File: src/rtl/oam_dma_ctrl.sv
// ============================================================================
// Module  : oam_dma_ctrl
// Brief   : Sprite OAM DMA engine. Halts the CPU and copies one 256-byte page
//           to the OAM data port at 16'h2004. Define OAM_DMA_ALIGN_EN to add
//           the parity-driven ALIGN cycle.
// Revision: 1.0 - initial release
// ============================================================================
`timescale 1ns/1ps
`default_nettype none

module oam_dma_ctrl (
    input  logic        clk_ph1,
    input  logic        rst,
    input  logic [15:0] cpu_addr,
    input  logic [7:0]  cpu_dout,
    input  logic        cpu_r_nw,
    input  logic [7:0]  mem_din,
    output logic [15:0] bus_addr,
    output logic [7:0]  bus_dout,
    output logic        bus_r_nw,
    output logic        cpu_rdy,
    output logic        dma_active,
    output logic        dma_done
);

    localparam logic [15:0] C_TRIG_ADDR = 16'h4014;
    localparam logic [15:0] C_OAM_ADDR  = 16'h2004;

    typedef enum logic [2:0] {
        S_IDLE  = 3'd0,
        S_HALT  = 3'd1,
        S_ALIGN = 3'd2,
        S_READ  = 3'd3,
        S_WRITE = 3'd4
    } state_t;

    state_t      state_q, state_d;
    logic [7:0]  idx_q,   idx_d;
    logic [7:0]  page_q,  page_d;
    logic [7:0]  dlat_q,  dlat_d;
    logic        done_q,  done_d;
    logic        trig_w;

`ifdef OAM_DMA_ALIGN_EN
    logic        parity_q;

    always_ff @(posedge clk_ph1) begin
        if (rst) parity_q <= 1'b0;
        else     parity_q <= ~parity_q;
    end
`endif

    assign trig_w = (cpu_addr == C_TRIG_ADDR) && !cpu_r_nw;

    always_ff @(posedge clk_ph1) begin
        if (rst) begin
            state_q <= S_IDLE;
            idx_q   <= 8'h00;
            page_q  <= 8'h00;
            dlat_q  <= 8'h00;
            done_q  <= 1'b0;
        end else begin
            state_q <= state_d;
            idx_q   <= idx_d;
            page_q  <= page_d;
            dlat_q  <= dlat_d;
            done_q  <= done_d;
        end
    end

    always_comb begin
        state_d  = state_q;
        idx_d    = idx_q;
        page_d   = page_q;
        dlat_d   = dlat_q;
        done_d   = 1'b0;
        bus_addr = cpu_addr;
        bus_dout = cpu_dout;
        bus_r_nw = cpu_r_nw;
        cpu_rdy  = 1'b1;
        case (state_q)
            S_IDLE: begin
                // The triggering CPU write itself still reaches the bus.
                if (trig_w) begin
                    page_d  = cpu_dout;
                    idx_d   = 8'h00;
                    state_d = S_HALT;
                end
            end
            S_HALT: begin
                cpu_rdy  = 1'b0;
                bus_addr = {page_q, 8'h00};
                bus_dout = 8'h00;
                bus_r_nw = 1'b1;
`ifdef OAM_DMA_ALIGN_EN
                state_d  = parity_q ? S_ALIGN : S_READ;
`else
                state_d  = S_READ;
`endif
            end
            S_ALIGN: begin
                cpu_rdy  = 1'b0;
                bus_addr = {page_q, 8'h00};
                bus_dout = 8'h00;
                bus_r_nw = 1'b1;
                state_d  = S_READ;
            end
            S_READ: begin
                cpu_rdy  = 1'b0;
                bus_addr = {page_q, idx_q};
                bus_dout = 8'h00;
                bus_r_nw = 1'b1;
                dlat_d   = mem_din;
                state_d  = S_WRITE;
            end
            S_WRITE: begin
                cpu_rdy  = 1'b0;
                bus_addr = C_OAM_ADDR;
                bus_dout = dlat_q;
                bus_r_nw = 1'b0;
                // idx wraps inside the page; page is never incremented.
                idx_d    = idx_q + 8'd1;
                if (idx_q == 8'hFF) begin
                    state_d = S_IDLE;
                    done_d  = 1'b1;
                end else begin
                    state_d = S_READ;
                end
            end
            default: begin
                state_d = S_IDLE;
            end
        endcase
    end

    assign dma_active = (state_q != S_IDLE);
    assign dma_done   = done_q;

endmodule

`default_nettype wire
File: config.mk
export PLATFORM = sky130hd
export DESIGN_NAME = oam_dma_ctrl
export DESIGN_NICKNAME = d
export VERILOG_FILES = /design/src/rtl/oam_dma_ctrl.sv
export SDC_FILE = /design/constraint.sdc
export NUM_CORES = 1
export LEC_CHECK = 0
export CAP_MARGIN = 5
export CORE_MARGIN = 5
export CORE_UTILIZATION = 45
export CTS_CLUSTER_SIZE = 40
export DETAILED_ROUTE_END_ITERATION = 8
export GPL_ROUTABILITY_DRIVEN = 0
export PLACE_DENSITY_LB_ADDON = 0.15
export REMOVE_ABC_BUFFERS = 1
export SLEW_MARGIN = 10
export SYNTH_ARGS = -nofsm -noshare
export SYNTH_HDL_FRONTEND = slang
export SYNTH_SLANG_ARGS = --single-unit
File: constraint.sdc
create_clock -name clk_ph1 -period 3.1 [get_ports clk_ph1]
set_clock_uncertainty 0.05 [all_clocks]
set_input_delay 0.31 -clock clk_ph1 [delete_from_list [all_inputs] [get_ports clk_ph1]]
set_output_delay 0.31 -clock clk_ph1 [all_outputs]
set_load 0.005 [all_outputs]
==> run_results.csv <==
group,metric,value,unit
grt,gr-usage-all-layers,20.31,%
yosys,ys_top_cells_by_area,"dfxtp_1 32%, mux2i_1 8.5%, nand2_1 7.7%",
sta,post-route-period-util,84.32,%
sta,rsz0062_at_grt,"false",
die,num_io_pins,63,
die,fp.dieW,72.48,um
drt,route.detailed.drc,0,
sta,fin_ws,0.4860,ns
worst_setup_path,cp.arrival,2.25,ns
grt,grt_pass1_vias,1747,
yosys,synthCells,239,
grt,grt_antenna_before_repair,0,
clock_network,cts_buffer_depth,2,
worst_setup_path,crit_slowest_cell,"dfxtp_1",
clock_network,cts_tree,"yes",
clock_network,htreeDepth,1,
drt,wl,5444,um
layout,final_common_cell,"clkdlybuf4s50_1",
grt,grt-ovfl-total,0,
placement,hpwl,3924,um
drt,via_count,1939,
yosys,ys_seq_area_share,31.91,%
sta,final-hold-violation-count,0,
layout,final_nets,329,
drt,first_pass_iters,4,
yosys,synth_ff_type,"dfxtp_1",
sta,worst_hold_slack,0.4095,ns
power_and_ir_drop,p_per_area,408.9,nW/um2
layout,drive_gt1_share,5.137,%
die,die_h,72.48,um
drt,drt_iter0_drc,137,
sta,setup_violations,0,
worst_setup_path,critPathMaxStageDelay,0.59,ns
yosys,syn_avg_cell_area,7.350,um2
die,core,3716,um2
worst_setup_path,critPathMostFrequentCell,"nand2_1",
power_and_ir_drop,leakagePower,0.8506,nW
layout,fin_util,66.60,%
min_path,hold_path.class,"reg2reg",
sta,fmax,382.6,MHz
placement,post-place-ws,0.7725,ns
worst_setup_path,required,2.74,ns
yosys,synth-warning-count,0,
die,row_count,22,
grt,grt_max_degree,39,
layout,multi_input_area,1091,um2
worst_setup_path,start_kind,"flop",
worst_setup_path,path_delay_family,"buffers and inverters",
clock_network,clkSinkCount,28,
layout,area_growth_syn_to_layout,40.88,%
job,drv_cap,0,
sta,tns,0,ns
placement,place_area,2404,um2
sta,fin_crit,2.614,ns
worst_setup_path,crit_chain,"inv_1 -> buf_4 -> nand2_1 -> nand2_1 -> a22o_1 -> clkdlybuf4s50_1",
layout,final_cell_mix,"62 x clkdlybuf4s50_1, 36 x nand2_1, 28 x dfxtp_1",
clock_network,post_cts_resized,0,
yosys,yosysTopAreaCell,"dfxtp_1",
yosys,synth_top_area_share,31.91,%
yosys,netlist_area,1757,um2
layout,nFillCells,341,
drt,viasPerCell,5.703,
worst_setup_path,critical_path_class,"reg2out",
drt,wire_per_inst,16.01,um
yosys,ys_ff_latch,28,
placement,io_buffers,62,
yosys,synth_edf_count,0,
yosys,synth_cell_types,36,
sta,tightest_slew,0.9664,ns
sta,finalMaxSlewViolations,0,
grt,grt_pass1_wl,8542,um
clock_network,clkTransAtPathRegs,0.10,ns
layout,layout.area.seq,560.5,um2
die,floorplan.initialDensity,47.27,%
power_and_ir_drop,max-vdd-ir-drop,228.0,uV
sta,relSlewSlack,35.37,%
yosys,async_reset_ff_share,0,%
clock_network,insertion_delay,0.28,ns
drt,ant_nets,0,
worst_setup_path,crit_buf_inv,3,
run_status,status,"finished, final reports clean",
layout,post-route-cell-area,2475,um2
clock_network,postCtsHoldBufs,0,
worst_setup_path,cp-end-kind,"primary output",
die,die-area,5253,um2
clock_network,cts_root_buffer,"clkbuf_8",
clock_network,postCtsSetupBuffers,0,
worst_setup_path,cp_max_fo,22,
clock_network,numCtsBuffers,3,
layout,antenna_cells,0,
## layout make-up
cell class / count / share of cell area [%]
multi-input cells: 187 / 44.09
repair buffers: 70 / 27.50
flip-flops and latches: 28 / 22.65
well taps: 48 / 2.427
clock buffers: 3 / 1.668
clock inverters: 1 / 1.213
inverters: 3 / 0.4550
## flip-flops by register name (all words and copies together) (netlist names)
register	cells
dlat_q	8
idx_q	8
page_q	8
state_q	3
dma_done	1
## logic make-up (layout without fill, tap and decap cells)
kind of cell	count (synthesis)	after routing	synth area share, %
XOR/XNOR	2	2	0.9973
buffers and inverters	24	77	6.125
AO/OA/AOI/OAI	71	71	23.50
adder cells (fa/ha/maj)	2	2	1.282
flip-flops	28	28	31.91
multiplexers	16	16	9.188
AND/OR/NAND/NOR	96	96	27.00
## metal layers
| metal | vias up | GRT usage, % | wire (um) |
|---|---|---|---|
| met5 | - | 0 | 0 |
| met2 | 51 | 32.76 | 2443 |
| met3 | 9 | 4.432 | 369 |
| met1 | 900 | 27.58 | 2540 |
| li1 | 979 | - | - |
| met4 | 0 | 4.918 | 91 |
## worst register-to-register path, delay by kind of cell, from the launching register on
kind / cells / cell delay [ns]
simple gates: 2 / 1.02
compound gates: 2 / 0.41
flops: 1 / 0.45
## power breakdown
| group | switching [W] | internal (W) | total (W) |
|---|---|---|---|
| Combinational | 0.000145 | 0.000203 | 0.000348 |
| Clock | 0.000122 | 0.000173 | 0.000295 |
| Sequential | 0.00000661 | 0.000363 | 0.000369 |
## cell usage after synthesis, types with 3 or more instances
master	instances
inv_1	3
mux2i_1	15
a21oi_1	22
nand2_1	36
dfxtp_1	28
a22o_1	7
clkbuf_1	16
nand3_1	14
o22ai_1	7
a31oi_1	4
nor3_1	8
o21ai_0	25
nor2_1	9
nor2b_1	6
nand4_1	10
## final timing paths
kind                            depth (start not counted)               startpoint  slack, ns                     end
worst max register to register                          4  state_q[2]$_SDFFE_PP0P_       1.02  page_q[3]$_SDFFE_PP0P_
worst max-delay path                                    6  state_q[2]$_SDFFE_PP0P_       0.49             bus_addr[0]
worst min-delay path                                    2   dlat_q[7]$_SDFFE_PP0N_       0.41  dlat_q[7]$_SDFFE_PP0N_
worst min register to register                          2   dlat_q[7]$_SDFFE_PP0N_       0.41  dlat_q[7]$_SDFFE_PP0N_
## per-stage QoR
stage	power, W	std cells
6_report	0.001012	340
5_1_grt	0.001057	340
4_1_cts	0.001018	340
3_5_place_dp	0.0007245	336
3_3_place_gp	0.0007237	336
2_1_floorplan	0.0005196	218
No activity file was read; power rests on OpenSTA's default activity.
